### config.mk
export PLATFORM = sky130hd
export DESIGN_NAME = axi_rd_arbiter_flat
export DESIGN_NICKNAME = d
export VERILOG_FILES = /design/src/rtl/axi_rd_arbiter_if.sv /design/src/rtl/axi_rd_arbiter.sv /design/src/flat_wrapper.sv
export SDC_FILE = /design/constraint.sdc
export NUM_CORES = 1
export LEC_CHECK = 0
export ABC_AREA = 1
export BUFFER_PORTS_ARGS = -buffer_cell sky130_fd_sc_hd__buf_2
export CORE_AREA = 2 2 92 94
export DETAILED_ROUTE_END_ITERATION = 8
export DIE_AREA = 0 0 94 96
export MAX_ROUTING_LAYER = met4
export SETUP_SLACK_MARGIN = 0.05
export SYNTH_ARGS = -nofsm -noshare
export SYNTH_HDL_FRONTEND = slang
export SYNTH_SLANG_ARGS = --single-unit
### constraint.sdc
create_clock -name aclk -period 2.3 [get_ports aclk]
set_input_delay 0 -clock aclk [delete_from_list [all_inputs] [get_ports aclk]]
set_output_delay 0 -clock aclk [all_outputs]
set_load 0.01 [all_outputs]
### src/rtl/axi_rd_arbiter_if.sv
// Bundle of the two requester read ports and the shared slave read port.
// The arbiter uses the slave modport; the requester/slave-model side uses master.
interface axi_rd_arbiter_if #(
  parameter int ADDR_BITS = 32,
  parameter int LEN_BITS  = 8,
  parameter int SIZE_BITS = 3,
  parameter int DATA_BITS = 32
);
  logic [1:0]             m_ar_valid;
  logic [1:0]             m_ar_ready;
  logic [2*ADDR_BITS-1:0] m_ar_addr;
  logic [2*LEN_BITS-1:0]  m_ar_len;
  logic [2*SIZE_BITS-1:0] m_ar_size;
  logic [3:0]             m_ar_burst;
  logic [7:0]             m_ar_cache;
  logic [1:0]             m_r_valid;
  logic [1:0]             m_r_ready;
  logic [DATA_BITS-1:0]   m_r_data;
  logic                   m_r_last;
  logic [1:0]             m_r_resp;

  logic                   s_ar_valid;
  logic                   s_ar_ready;
  logic [ADDR_BITS-1:0]   s_ar_addr;
  logic [LEN_BITS-1:0]    s_ar_len;
  logic [SIZE_BITS-1:0]   s_ar_size;
  logic [1:0]             s_ar_burst;
  logic [3:0]             s_ar_cache;
  logic                   s_r_valid;
  logic                   s_r_ready;
  logic [DATA_BITS-1:0]   s_r_data;
  logic                   s_r_last;
  logic [1:0]             s_r_resp;

  modport slave (
    input  m_ar_valid, m_ar_addr, m_ar_len, m_ar_size, m_ar_burst, m_ar_cache, m_r_ready,
    output m_ar_ready, m_r_valid, m_r_data, m_r_last, m_r_resp,
    output s_ar_valid, s_ar_addr, s_ar_len, s_ar_size, s_ar_burst, s_ar_cache, s_r_ready,
    input  s_ar_ready, s_r_valid, s_r_data, s_r_last, s_r_resp
  );

  modport master (
    output m_ar_valid, m_ar_addr, m_ar_len, m_ar_size, m_ar_burst, m_ar_cache, m_r_ready,
    input  m_ar_ready, m_r_valid, m_r_data, m_r_last, m_r_resp,
    input  s_ar_valid, s_ar_addr, s_ar_len, s_ar_size, s_ar_burst, s_ar_cache, s_r_ready,
    output s_ar_ready, s_r_valid, s_r_data, s_r_last, s_r_resp
  );
endinterface

### src/rtl/axi_rd_arbiter.sv
// Two-master round-robin read arbiter: one AR+R burst at a time is routed
// between the granted requester and the slave; grant held until the last beat.
module axi_rd_arbiter #(
  parameter int ADDR_BITS = 32,
  parameter int LEN_BITS  = 8,
  parameter int SIZE_BITS = 3,
  parameter int DATA_BITS = 32
) (
  input  logic              aclk,
  input  logic              areset,
  axi_rd_arbiter_if.slave   bus,
  output logic [1:0]        gnt,
  output logic              proto_err
);

  localparam logic [1:0] ST_IDLE = 2'd0;
  localparam logic [1:0] ST_ADDR = 2'd1;
  localparam logic [1:0] ST_DATA = 2'd2;

  logic [1:0]          r_state;
  logic [1:0]          r_gnt;
  logic                r_last_grant;
  logic [LEN_BITS-1:0] r_beats_left;
  logic                r_proto_err;

  logic                w_g;
  logic [1:0]          w_pick;
  logic                w_ar_hs;
  logic                w_r_hs;
  logic [LEN_BITS-1:0] w_len_sel;
  logic                w_beat_err;

  assign w_g = r_gnt[1];

  // Tie goes to the master that did not own the previous burst.
  always_comb begin
    w_pick = 2'b00;
    if (bus.m_ar_valid == 2'b11) begin
      w_pick = r_last_grant ? 2'b01 : 2'b10;
    end else begin
      w_pick = bus.m_ar_valid;
    end
  end

  assign bus.s_ar_valid = (r_state == ST_ADDR);
  assign bus.s_ar_addr  = w_g ? bus.m_ar_addr[2*ADDR_BITS-1:ADDR_BITS] : bus.m_ar_addr[ADDR_BITS-1:0];
  assign bus.s_ar_len   = w_len_sel;
  assign bus.s_ar_size  = w_g ? bus.m_ar_size[2*SIZE_BITS-1:SIZE_BITS] : bus.m_ar_size[SIZE_BITS-1:0];
  assign bus.s_ar_burst = w_g ? bus.m_ar_burst[3:2] : bus.m_ar_burst[1:0];
  assign bus.s_ar_cache = w_g ? bus.m_ar_cache[7:4] : bus.m_ar_cache[3:0];
  assign w_len_sel      = w_g ? bus.m_ar_len[2*LEN_BITS-1:LEN_BITS] : bus.m_ar_len[LEN_BITS-1:0];

  assign bus.m_r_data = bus.s_r_data;
  assign bus.m_r_last = bus.s_r_last;
  assign bus.m_r_resp = bus.s_r_resp;

  // Handshake steering toward the granted master only.
  always_comb begin
    bus.m_ar_ready = 2'b00;
    bus.m_r_valid  = 2'b00;
    bus.s_r_ready  = 1'b0;
    if (r_state == ST_ADDR) begin
      bus.m_ar_ready = w_g ? {bus.s_ar_ready, 1'b0} : {1'b0, bus.s_ar_ready};
    end else if (r_state == ST_DATA) begin
      bus.m_r_valid = w_g ? {bus.s_r_valid, 1'b0} : {1'b0, bus.s_r_valid};
      bus.s_r_ready = bus.m_r_ready[w_g];
    end else begin
      bus.m_ar_ready = 2'b00;
    end
  end

  assign w_ar_hs    = bus.s_ar_valid && bus.s_ar_ready;
  assign w_r_hs     = bus.s_r_valid && bus.s_r_ready;
  assign w_beat_err = (bus.s_r_last && (r_beats_left != '0)) ||
                      (!bus.s_r_last && (r_beats_left == '0));

  always_ff @(posedge aclk) begin
    if (areset) begin
      r_state      <= ST_IDLE;
      r_gnt        <= 2'b00;
      r_last_grant <= 1'b1;
      r_beats_left <= '0;
      r_proto_err  <= 1'b0;
    end else begin
      case (r_state)
        ST_IDLE: begin
          if (w_pick != 2'b00) begin
            r_gnt   <= w_pick;
            r_state <= ST_ADDR;
          end
        end
        ST_ADDR: begin
          if (w_ar_hs) begin
            r_beats_left <= w_len_sel;
            r_state      <= ST_DATA;
          end
        end
        ST_DATA: begin
          if (w_r_hs) begin
            r_beats_left <= r_beats_left - {{(LEN_BITS-1){1'b0}}, 1'b1};
            if (w_beat_err) begin
              r_proto_err <= 1'b1;
            end
            // Only r_last ends the burst, even if the count disagreed.
            if (bus.s_r_last) begin
              r_last_grant <= w_g;
              r_gnt        <= 2'b00;
              r_state      <= ST_IDLE;
            end
          end
        end
        default: begin
          r_gnt   <= 2'b00;
          r_state <= ST_IDLE;
        end
      endcase
    end
  end

  assign gnt       = r_gnt;
  assign proto_err = r_proto_err;

endmodule

### src/flat_wrapper.sv
// flat-port wrapper written by rule: the top's interface ports become plain ports
module axi_rd_arbiter_flat 
#(
  parameter int ADDR_BITS = 32,
  parameter int LEN_BITS  = 8,
  parameter int SIZE_BITS = 3,
  parameter int DATA_BITS = 32
)
  (aclk, areset, gnt, proto_err, bus_m_ar_valid, bus_m_ar_addr, bus_m_ar_len, bus_m_ar_size, bus_m_ar_burst, bus_m_ar_cache, bus_m_r_ready, bus_m_ar_ready, bus_m_r_valid, bus_m_r_data, bus_m_r_last, bus_m_r_resp, bus_s_ar_valid, bus_s_ar_addr, bus_s_ar_len, bus_s_ar_size, bus_s_ar_burst, bus_s_ar_cache, bus_s_r_ready, bus_s_ar_ready, bus_s_r_valid, bus_s_r_data, bus_s_r_last, bus_s_r_resp);
  axi_rd_arbiter_if #(.ADDR_BITS(ADDR_BITS), .LEN_BITS(LEN_BITS), .SIZE_BITS(SIZE_BITS), .DATA_BITS(DATA_BITS)) bus_i ();
  input  logic aclk;
  input  logic areset;
  output logic [1:0] gnt;
  output logic proto_err;
  input wire logic [$bits(bus_i.m_ar_valid)-1:0] bus_m_ar_valid;
  input wire logic [$bits(bus_i.m_ar_addr)-1:0] bus_m_ar_addr;
  input wire logic [$bits(bus_i.m_ar_len)-1:0] bus_m_ar_len;
  input wire logic [$bits(bus_i.m_ar_size)-1:0] bus_m_ar_size;
  input wire logic [$bits(bus_i.m_ar_burst)-1:0] bus_m_ar_burst;
  input wire logic [$bits(bus_i.m_ar_cache)-1:0] bus_m_ar_cache;
  input wire logic [$bits(bus_i.m_r_ready)-1:0] bus_m_r_ready;
  output wire logic [$bits(bus_i.m_ar_ready)-1:0] bus_m_ar_ready;
  output wire logic [$bits(bus_i.m_r_valid)-1:0] bus_m_r_valid;
  output wire logic [$bits(bus_i.m_r_data)-1:0] bus_m_r_data;
  output wire logic [$bits(bus_i.m_r_last)-1:0] bus_m_r_last;
  output wire logic [$bits(bus_i.m_r_resp)-1:0] bus_m_r_resp;
  output wire logic [$bits(bus_i.s_ar_valid)-1:0] bus_s_ar_valid;
  output wire logic [$bits(bus_i.s_ar_addr)-1:0] bus_s_ar_addr;
  output wire logic [$bits(bus_i.s_ar_len)-1:0] bus_s_ar_len;
  output wire logic [$bits(bus_i.s_ar_size)-1:0] bus_s_ar_size;
  output wire logic [$bits(bus_i.s_ar_burst)-1:0] bus_s_ar_burst;
  output wire logic [$bits(bus_i.s_ar_cache)-1:0] bus_s_ar_cache;
  output wire logic [$bits(bus_i.s_r_ready)-1:0] bus_s_r_ready;
  input wire logic [$bits(bus_i.s_ar_ready)-1:0] bus_s_ar_ready;
  input wire logic [$bits(bus_i.s_r_valid)-1:0] bus_s_r_valid;
  input wire logic [$bits(bus_i.s_r_data)-1:0] bus_s_r_data;
  input wire logic [$bits(bus_i.s_r_last)-1:0] bus_s_r_last;
  input wire logic [$bits(bus_i.s_r_resp)-1:0] bus_s_r_resp;
  assign bus_i.m_ar_valid = bus_m_ar_valid;
  assign bus_i.m_ar_addr = bus_m_ar_addr;
  assign bus_i.m_ar_len = bus_m_ar_len;
  assign bus_i.m_ar_size = bus_m_ar_size;
  assign bus_i.m_ar_burst = bus_m_ar_burst;
  assign bus_i.m_ar_cache = bus_m_ar_cache;
  assign bus_i.m_r_ready = bus_m_r_ready;
  assign bus_m_ar_ready = bus_i.m_ar_ready;
  assign bus_m_r_valid = bus_i.m_r_valid;
  assign bus_m_r_data = bus_i.m_r_data;
  assign bus_m_r_last = bus_i.m_r_last;
  assign bus_m_r_resp = bus_i.m_r_resp;
  assign bus_s_ar_valid = bus_i.s_ar_valid;
  assign bus_s_ar_addr = bus_i.s_ar_addr;
  assign bus_s_ar_len = bus_i.s_ar_len;
  assign bus_s_ar_size = bus_i.s_ar_size;
  assign bus_s_ar_burst = bus_i.s_ar_burst;
  assign bus_s_ar_cache = bus_i.s_ar_cache;
  assign bus_s_r_ready = bus_i.s_r_ready;
  assign bus_i.s_ar_ready = bus_s_ar_ready;
  assign bus_i.s_r_valid = bus_s_r_valid;
  assign bus_i.s_r_data = bus_s_r_data;
  assign bus_i.s_r_last = bus_s_r_last;
  assign bus_i.s_r_resp = bus_s_r_resp;
  axi_rd_arbiter #(.ADDR_BITS(ADDR_BITS), .LEN_BITS(LEN_BITS), .SIZE_BITS(SIZE_BITS), .DATA_BITS(DATA_BITS)) u_core (.aclk(aclk), .areset(areset), .bus(bus_i), .gnt(gnt), .proto_err(proto_err));
endmodule
# After elaboration in Yosys (flattened, before gate mapping)
# Cells that the tools add are included.
[word_totals]
regBits = 14
inputBits = 141
output_inout_bits = 93
wordCells = 57
[classes]
addsub = 1
reduce_logical = 16
n_mux = 26
n_eq_ne = 7
order_cmp = 1
bitwise = 1
[op_table]
columns = ["operator", "count"]
rows = [
  ["32-bit two-way mux", 1],
  ["2-bit two-way mux", 13],
  ["8-bit two-way mux", 3],
  ["8-bit case mux with 2 select lines", 1],
  ["2-bit case mux with 3 select lines", 2],
  ["3-bit AND reduction", 3],
  ["8-bit logical NOT", 1],
  ["4-bit AND reduction", 2],
  ["8-bit nonzero test", 1],
  ["8-bit by 1-bit subtractor with 8-bit output, second input constant", 1],
  ["2-bit == test, second input constant", 2],
  ["1-bit logical AND", 4],
  ["1-bit two-way mux", 4],
  ["4-bit two-way mux", 1],
  ["2-bit by 1-bit != test with 1-bit output, second input constant", 2],
  ["2-bit != test, second input constant", 2],
  ["2-bit nonzero test", 2],
  ["3-bit two-way mux", 1],
  ["2-bit by 1-bit == test with 1-bit output, second input constant", 1],
  ["2-bit logical NOT", 1],
  ["1-bit by 2-bit less-than comparator with 1-bit output, second input constant", 1],
  ["1-bit logical NOT", 1],
  ["1-bit logical OR", 1],
  ["1-bit NOT", 1],
]

# Logic depth before layout (Yosys ltp)
# Gate-level depths: netlist of run 1.
[depth]
depth_word = 7
mapped_depth = 12
depth_no_buf = 12

# Worst setup path after synthesis of run 1
# OpenSTA, ideal clock, no wires.
[synth_timing]
path_type = "flip-flop to flip-flop"
start = "register u_core.r_state[1]"
end = "register u_core.r_beats_left[4]"
period_less_slack_ns = 1.643
t_required_ns = 2.186
stages_incl_launch_ff = 12
path_buffers = 1
arrival_ns = 1.529
setup_ns = 0.114
slack_ns = 0.657
cell_sequence = "dfxtp_1 > inv_1 > ha_1 > inv_1 > nand2_1 > nor2_2 > nand3_2 > nand2_2 > nand3_4 > buf_6 > a21oi_1 > nor2_1"
[synth_via]
elab_cells_between_ends = 11
classes_between = "4 x eq/ne; 3 x mux; 4 x reduce/logical"
[synth_rtl]
columns = ["element", "line_no", "text"]
rows = [
  ["start: declaration", "axi_rd_arbiter.sv:20", "logic [1:0] r_state;"],
  ["start signal: assignment", "axi_rd_arbiter.sv:79", "r_state <= ST_IDLE;"],
  ["start signal: assignment", "axi_rd_arbiter.sv:89", "r_state <= ST_ADDR;"],
  ["start signal: assignment", "axi_rd_arbiter.sv:95", "r_state <= ST_DATA;"],
  ["2-bit by 1-bit == test with 1-bit output (*)", "axi_rd_arbiter.sv:45", "assign bus.s_ar_valid = (r_state == ST_ADDR);"],
  ["net bus_s_ar_valid", "flat_wrapper.sv:27", "output wire logic [$bits(bus_i.s_ar_valid)-1:0] bus_s_ar_valid;"],
  ["1-bit two-way mux", "axi_rd_arbiter.sv:62", "if (r_state == ST_ADDR) begin"],
  ["1-bit logical AND", "axi_rd_arbiter.sv:73", "assign w_r_hs = bus.s_r_valid && bus.s_r_ready;"],
  ["2-bit by 1-bit != test with 1-bit output (no line)", "-", ""],
  ["3-bit AND reduction (no line)", "-", ""],
  ["end signal: assignment", "axi_rd_arbiter.sv:94", "r_beats_left <= w_len_sel;"],
  ["end signal: assignment", "axi_rd_arbiter.sv:100", "r_beats_left <= r_beats_left - {{(LEN_BITS-1){1'b0}}, 1'b1};"],
  ["end: declaration", "axi_rd_arbiter.sv:23", "logic [LEN_BITS-1:0] r_beats_left;"],
]
# The timed path passes the listed nets; every way through them passes the cells marked *.
# A chain may end at the register's enable or synchronous reset.

# Final worst setup path of run 1
[layout_timing]
start = "register u_core.r_state[0]"
end = "register u_core.r_beats_left[4]"
[layout_via]
elab_chain_cells = 6
elab_cells_between_ends = 11
classes_between = "4 x eq/ne; 3 x mux; 4 x reduce/logical"
[layout_lines]
columns = ["element", "line_no", "text"]
rows = [
  ["2-bit == test", "axi_rd_arbiter.sv:64, axi_rd_arbiter.sv:85", ""],
  ["1-bit two-way mux", "axi_rd_arbiter.sv:64", "end else if (r_state == ST_DATA) begin"],
  ["1-bit two-way mux", "axi_rd_arbiter.sv:62", ""],
  ["1-bit logical AND", "axi_rd_arbiter.sv:73", ""],
  ["2-bit by 1-bit != test with 1-bit output (no line)", "-", ""],
  ["3-bit AND reduction (no line)", "-", ""],
]
# Several ways; a longest one is shown, not always the timed one.

==> impl_metrics.py, run 1 <==
metrics = {
    "status": {
        "run_status": "completed",
    },
    "route": {
        "finalWirelength_um": 6304,
        "wl_per_cell_um": 10.61,
        "initialDrtViolationCount": 44,
        "first_pass_iters": 4,
        "vias": 2479,
        "ant_nets": 0,
        "drc_errors": 0,
        "viasPerCell": 4.173,
    },
    "timing": {
        "fmax_mhz": 526.0,
        "slew_violations": 0,
        "rsz0062_at_grt": "no",
        "skew_ns": 0.003170,
        "period_minus_slack_ns": 1.901,
        "slew_headroom_pct": 69.60,
        "finalWorstSetupSlack_ns": 0.3990,
        "tightest_slew_ns": 0.4560,
        "tns_ns": 0,
        "fin_crit_sh_pct": 82.65,
        "setup_viol": 0,
        "hold_viol": 0,
    },
    "grt": {
        "grt_max_degree": 49,
        "grt_pass1_vias": 2262,
        "track_usage_pct": 13.88,
        "antenna_found_initial": 0,
        "grt_overflow": 0,
        "grt_pass1_wl_um": 9873,
    },
    "cts": {
        "htree_levels": 1,
        "path_clk_slew_ns": 0.06,
        "cts-root-buf": "clkbuf_8",
        "numCtsBuffers": 3,
        "clock_latency_ns": 0.25,
        "clockBufferDepth": 2,
        "tritoncts": "built",
        "clock_sinks": 14,
        "cts_setup_buffers": 0,
        "post_cts_resized": 0,
    },
    "worst_setup_path": {
        "crit_path_end_kind": "flop",
        "start_kind": "flop",
        "crit_family": "simple AND/OR/NAND/NOR gates",
        "slowest_stage": "ha_1",
        "timing.critical_path.buf_inv": 1,
        "path_max_fanout": 13,
        "cp_cell_sequence": "inv_1 > ha_1 > nand2_1 > nor2_2 > nand3_2 > nand2_2 > nand3_4 > a21oi_1 > nor2_1",
        "critPathKind": "flop to flop",
        "slowest_delay_ns": 0.42,
        "worstPathArrival_ns": 2.04,
        "cp.required_ns": 2.44,
    },
    "die": {
        "num_rows": 33,
        "dieWidth_um": 94,
        "ios": 234,
        "start_util_pct": 23.65,
        "die_area_um2": 9024,
        "fp.coreArea_um2": 8051,
        "die_y_um": 96,
    },
    "placed_design": {
        "io_buffers": 165,
        "dp_hpwl_um": 5135,
        "dp_cells": 590,
        "dp_slack_ns": 0.4208,
        "place_congestion": 0.8968,
        "post_dp_cell_area_um2": 2537,
    },
    "logic_synthesis": {
        "synthDistinctLibCells": 25,
        "synthTopCellsByArea": "nand2_1 38%, dfxtp_1 15%, buf_4 14%",
        "yosysWarnings": 0,
        "syn-num-nets": 514,
        "avgSynthCellArea_um2": 5.189,
        "synth_top_cell_area_share_pct": 37.84,
        "syn_inst": 367,
        "synthesis.area_um2": 1904,
        "ys_ff_latch": 14,
        "ys_seq_area_share_pct": 14.72,
        "synth.largest_area_cell": "nand2_1",
    },
    "cells_and_area": {
        "drive_gt1_share_pct": 36.61,
        "finalCoreUtilization_pct": 32.15,
        "design_area_um2": 2589,
        "nets": 638,
        "syn2layout_area_growth_pct": 35.94,
        "instances_no_fill": 594,
        "diodes": 0,
    },
    "power_and_ir_drop": {
        "peakVddDrop_uv": 407.2,
        "p_leak_uw": 0.001668,
        "pwr_density_cell_nw_per_um2": 1127,
    },
    "job": {
        "maxCapViolations": 0,
    },
    "worst_hold_path": {
        "hold_path_class": "primary input to output pin",
    },
}
sequential cells by signal, indices dropped and copies added, names as in the netlist:
| signal | cells |
|---|---|
| u_core.r_beats_left | 8 |
| u_core.gnt | 2 |
| u_core.r_state | 2 |
| u_core.proto_err | 1 |
| u_core.r_last_grant | 1 |
synth_stat cells:
master / instances
ha_1: 6
nand2_2: 1
clkinv_1: 1
inv_2: 2
a21oi_1: 7
buf_1: 1
inv_1: 27
o21ai_0: 9
nor2_2: 2
nor3_1: 5
nor2_1: 31
clkbuf_1: 8
buf_4: 35
nand3_2: 1
nand2_1: 192
and2_1: 1
or2_2: 1
nand4_1: 4
nand3b_1: 1
buf_6: 3
nand3_1: 11
o21bai_1: 1
nand3_4: 1
buf_2: 2
dfxtp_1: 14
worst register-to-register path, stage by stage, from the launching register on:
cell	delay [ns]
dfxtp_1	0.33
inv_1	0.10
ha_1	0.42
nand2_1	0.17
nor2_2	0.13
nand3_2	0.09
nand2_2	0.15
nand3_4	0.18
a21oi_1	0.17
nor2_1	0.06
stage by stage:
| stage | total power, uW | hold slack (ns) |
|---|---|---|
| 6_report | 2919 | 0.000003943 |
| 2_1_floorplan | 2073 | 0.06907 |
| 3_5_place_dp | 2736 | 0.00006862 |
| 3_3_place_gp | 2697 | 0.00006862 |
| 4_1_cts | 2959 | 0.00006862 |
| 5_1_grt | 3309 | 0.00001784 |
cell usage in the layout (no fill, tap or decap), types with 2 or more instances in the layout:
cell        n
clkbuf_8    3
ha_1        6
nand4_1     4
inv_1      27
inv_2       2
buf_4       2
nand2_1   192
nor2_1     31
o21ai_0     9
nor2_2      2
nand3_1    11
a21oi_1     7
nor3_1      5
dfxtp_1    13
buf_2     165
cells by family (layout without fill, tap and decap cells):
group                      Yosys count  after routing  share of synthesized area (%)
and+or+nand+nor                    251            251                          52.96
buffers and inverters               79            201                          23.78
AOI/OAI and AO/OA                   17             17                          4.599
DFF                                 14             14                          14.72
adders and majority gates            6              6                          3.942
metal layers:
metal	part of all wire, %	wire [um]	vias to the layer above	track usage [%]
met3	9.9	624	20	2.741
met5	0	0	-	-
li1	-	-	1317	-
met2	49	3064	132	26.13
met1	40	2519	1010	14.99
met4	1.5	96	0	3.382
final timing paths:
kind	depth (start not counted)	start	to	slack, ns
min reg2reg	2	u_core.proto_err	u_core.proto_err	0.44
min	0	bus_s_r_data[13]	bus_m_r_data[13]	0.000004
max	9	u_core.r_state[0]	u_core.r_beats_left[4]	0.40
max reg2reg	9	u_core.r_state[0]	u_core.r_beats_left[4]	0.40
area by class of cell:
class,instances,area (um^2)
fill,926,5463
multi-input combinational,274,1171
inverter,30,112.6
clock buffer,3,41.29
tap,105,131.4
timing repair buffer,168,850.8
sequential,14,281.5
power breakdown:
part,leakage (uW),switching [uW],internal [uW]
Clock,0.0000216,91.9,116
Sequential,0.000116,68.5,328
Combinational,0.00153,1480,839
Total,0.00167,1640,1280
what timing repair did:
action,in CTS,in global routing
hold buffers,1,0
endpoints found under the hold margin,2,0
setup endpoints to repair,0,0
(Power assumes the default switching activity.)
==> run 2: changes to the inputs <==
ABC_AREA = 0   (was 1)
CORE_AREA = 2 2 90 92   (was 2 2 92 94)
DIE_AREA = 0 0 92 94   (was 0 0 94 96)
PLACE_DENSITY = 0.66   (was not set)
clock period = 1.7 ns   (was 2.3 ns; I/O delays follow)
==> run 2 against run 1 <==
- sequential power rose by 58%
- core utilization rose by 2.9 points
- fmax rose by 18%
- critical path depth fell by 3
==> impl_metrics.py, run 2 <==
metrics = {
    "route": {
        "vias": 2130,
        "viasPerCell": 4.765,
        "ant_nets": 0,
        "finalWirelength_um": 6916,
        "first_pass_iters": 4,
        "initialDrtViolationCount": 49,
        "drc_errors": 0,
        "wl_per_cell_um": 15.47,
    },
    "cells_and_area": {
        "drive_gt1_share_pct": 71.30,
        "instances_no_fill": 447,
        "syn2layout_area_growth_pct": 42.29,
        "nets": 493,
        "largest_reg_flops": 8,
        "diodes": 0,
        "largest-register": "u_core.r_beats_left",
        "final_cell_mix": "165 x buf_2, 48 x mux2_2, 12 x nand2_1, 11 x a21oi_1, 11 x dfxtp_1",
        "multi_input_area_um2": 1281,
        "layout_commonest_cell": "buf_2",
        "seq_area_um2": 286.5,
        "nFillCells": 810,
    },
    "grt": {
        "antenna_found_initial": 0,
        "grt_pass1_vias": 1959,
        "grt_max_degree": 44,
        "grt_pass1_wl_um": 9549,
        "grt_overflow": 0,
        "track_usage_pct": 14.00,
    },
    "worst_hold_path": {
        "hold-path-cell-count": 0,
        "hold_path_class": "primary input to output pin",
        "worstHoldStart": "bus_s_r_data[19]",
        "hold_end": "bus_m_r_data[19]",
    },
    "cts": {
        "numCtsBuffers": 3,
        "clock_sinks": 14,
        "htree_levels": 1,
        "clockBufferDepth": 2,
        "tritoncts": "built",
        "cts_setup_buffers": 0,
        "clock_latency_ns": 0.25,
        "cts-root-buf": "clkbuf_8",
        "holdBufCountCts": 0,
        "path_clk_slew_ns": 0.06,
    },
    "job": {
        "maxCapViolations": 0,
    },
    "power_and_ir_drop": {
        "peakVddDrop_uv": 659.2,
        "netSwitchingFraction_pct": 45.27,
        "clockPowerShare_pct": 10.1,
        "switching_power_uw": 1487,
        "pwr-share-seq_pct": 19.1,
        "p_int_uw": 1798,
        "combPwrFrac_pct": 70.8,
        "p_leak_uw": 0.001286,
        "pwr_density_cell_nw_per_um2": 1231,
    },
    "worst_setup_path": {
        "worstPathArrival_ns": 1.76,
        "cp_cell_sequence": "inv_2 > ha_4 > and3b_2 > a32oi_4 > a211oi_1 > a31o_1",
        "reg2regPathDepth": 6,
        "slowest_delay_ns": 0.38,
        "path_max_fanout": 7,
        "timing.critical_path.buf_inv": 1,
        "start_kind": "flop",
        "slowest_stage": "dfxtp_4",
        "critPathKind": "flop to flop",
        "cp.required_ns": 1.85,
        "crit_family": "compound AO/OA/AOI/OAI gates",
        "r2r_end": "u_core.r_beats_left[5]",
        "crit_path_end_kind": "flop",
        "r2r_slack_ns": 0.09,
        "reg2reg_from": "u_core.r_state[0]",
    },
    "placed_design": {
        "dp_hpwl_um": 5579,
        "dp_cells": 442,
        "place_congestion": 0.8939,
        "io_buffers": 165,
    },
    "logic_synthesis": {
        "muxShareOfSynthArea_pct": 31.29,
        "synthTopCellsByArea": "mux2_2 29%, buf_4 16%, dfxtp_1 15%",
        "synth_top_family_by_area": "multiplexers",
        "ys_ff_latch": 14,
        "synthDistinctLibCells": 49,
        "synth-xor-area-share_pct": 0.4670,
        "syn_inst": 213,
        "syn-num-nets": 360,
        "synth_compound_area_share_pct": 16.14,
        "synthesis.area_um2": 1876,
        "synth_most_common_cell": "mux2_2",
        "synth_edf_count": 0,
        "yosysWarnings": 0,
        "ys_seq_area_share_pct": 14.94,
        "ys.flop_type": "dfxtp_1",
        "synthSimpleGateAreaFrac_pct": 13.88,
        "synthAdderAreaFrac_pct": 4.003,
        "avgSynthCellArea_um2": 8.805,
        "synth.largest_area_cell": "mux2_2",
        "synth_top_cell_area_share_pct": 28.82,
        "async_flop_share_pct": 0,
        "yosys-top-cells-count": "48 x mux2_2, 40 x buf_4, 14 x dfxtp_1",
    },
    "timing": {
        "setup_viol": 0,
        "rsz0062_at_grt": "no",
        "hold_viol": 0,
        "tns_ns": 0,
        "slew_headroom_pct": 71.32,
        "fin_crit_sh_pct": 94.67,
        "fmax_mhz": 621.3,
        "period_minus_slack_ns": 1.609,
        "skew_ns": 0.007172,
        "slew_violations": 0,
        "tightest_slew_ns": 0.4266,
    },
    "die": {
        "die_area_um2": 8648,
        "start_util_pct": 24.65,
        "num_rows": 32,
        "dieWidth_um": 92,
        "fp.coreArea_um2": 7607,
        "die_y_um": 94,
        "ios": 234,
    },
    "status": {
        "run_status": "completed",
    },
}
[run 2: cell types whose count changed after synthesis, moves of 7 or more]
cell	previous run	this run
clkbuf_1	8	1
inv_1	27	6
mux2_2	0	48
nand2_1	192	12
nor2_1	31	7
o21ai_0	9	2
[run 2: cell families (layout without fill, tap and decap cells)]
| group | Yosys count | count (layout) |
|---|---|---|
| compound gates | 39 | 40 |
| xor+xnor | 1 | 1 |
| fa+ha+maj | 6 | 6 |
| buf+inv | 53 | 184 |
| flops | 14 | 14 |
| mux | 52 | 52 |
| simple gates | 48 | 48 |
[run 2: per-stage QoR]
| step | setup WS [ns] | hold WS, ns | power [uW] | cell area, um^2 | utilization, % |
|---|---|---|---|---|---|
| after floorplan | 0.05994 | 0.09177 | 2195 | 1876 | - |
| after global placement | 0.07656 | 0.00006862 | 2722 | 2555 | 33.59 |
| after detailed placement | 0.03331 | 0.00006862 | 2759 | 2555 | 33.59 |
| after CTS | 0.04843 | 0.00006862 | 3170 | 2628 | 34.54 |
| after global routing | 0.05055 | 0.00001506 | 3500 | 2669 | 35.08 |
| final | 0.09055 | 0.000003906 | 3285 | 2669 | 35.08 |
[run 2: repair_timing]
item                                    4_1_cts  5_1_grt
endpoints found under the setup margin       13       14
pin swaps                                     2        3
hold endpoints to repair                      0        0
resized for setup                             3       12
cloned                                        1        0
[run 2: area by class of cell]
| class | count | area share, % |
|---|---|---|
| multi-input combinational | 147 | 48.01 |
| timing repair buffer | 173 | 33.33 |
| sequential | 14 | 10.74 |
| tap | 102 | 4.782 |
| clock buffer | 4 | 2.063 |
| inverter | 7 | 1.078 |
[run 2: power by group through the flow]
stage | clock network [uW] | logic, uW | registers, uW
6_report | 333 | 2320 | 626
5_1_grt | 350 | 2510 | 638
4_1_cts | 333 | 2240 | 601
3_5_place_dp | 0 | 2160 | 599
3_3_place_gp | 0 | 2130 | 594
2_1_floorplan | 0 | 1630 | 570
[run 2: how the worst max path moves through the flow]
stage / startpoint / end / slack, ns / cells past startpoint
final: u_core.r_state[0] / u_core.r_beats_left[5] / 0.09 / 6
after global routing: u_core.r_state[0] / u_core.r_beats_left[2] / 0.05 / 7
after CTS: u_core.r_state[1] / u_core.r_beats_left[4] / 0.05 / 5
after detailed placement: u_core.r_state[0] / u_core.r_beats_left[4] / 0.03 / 5
after global placement: u_core.r_state[0] / u_core.r_beats_left[4] / 0.08 / 5
after floorplan: u_core.r_state[0] / u_core.r_beats_left[4] / 0.06 / 5
[run 2: metal layers]
metal  vias to the layer above  routed length [um]  track usage (%)
li1                       1006                   -                -
met1                       971                2694            15.74
met2                       142                3484            25.18
met3                        11                 656            2.327
met4                         0                  80            4.975
met5                         -                   0                -
[run 2: worst reg2reg max path, stage by stage, from the launching register on]
cell      delay, ns
dfxtp_4        0.38
inv_2          0.06
ha_4           0.23
and3b_2        0.25
a32oi_4        0.32
a211oi_1       0.08
a31o_1         0.19
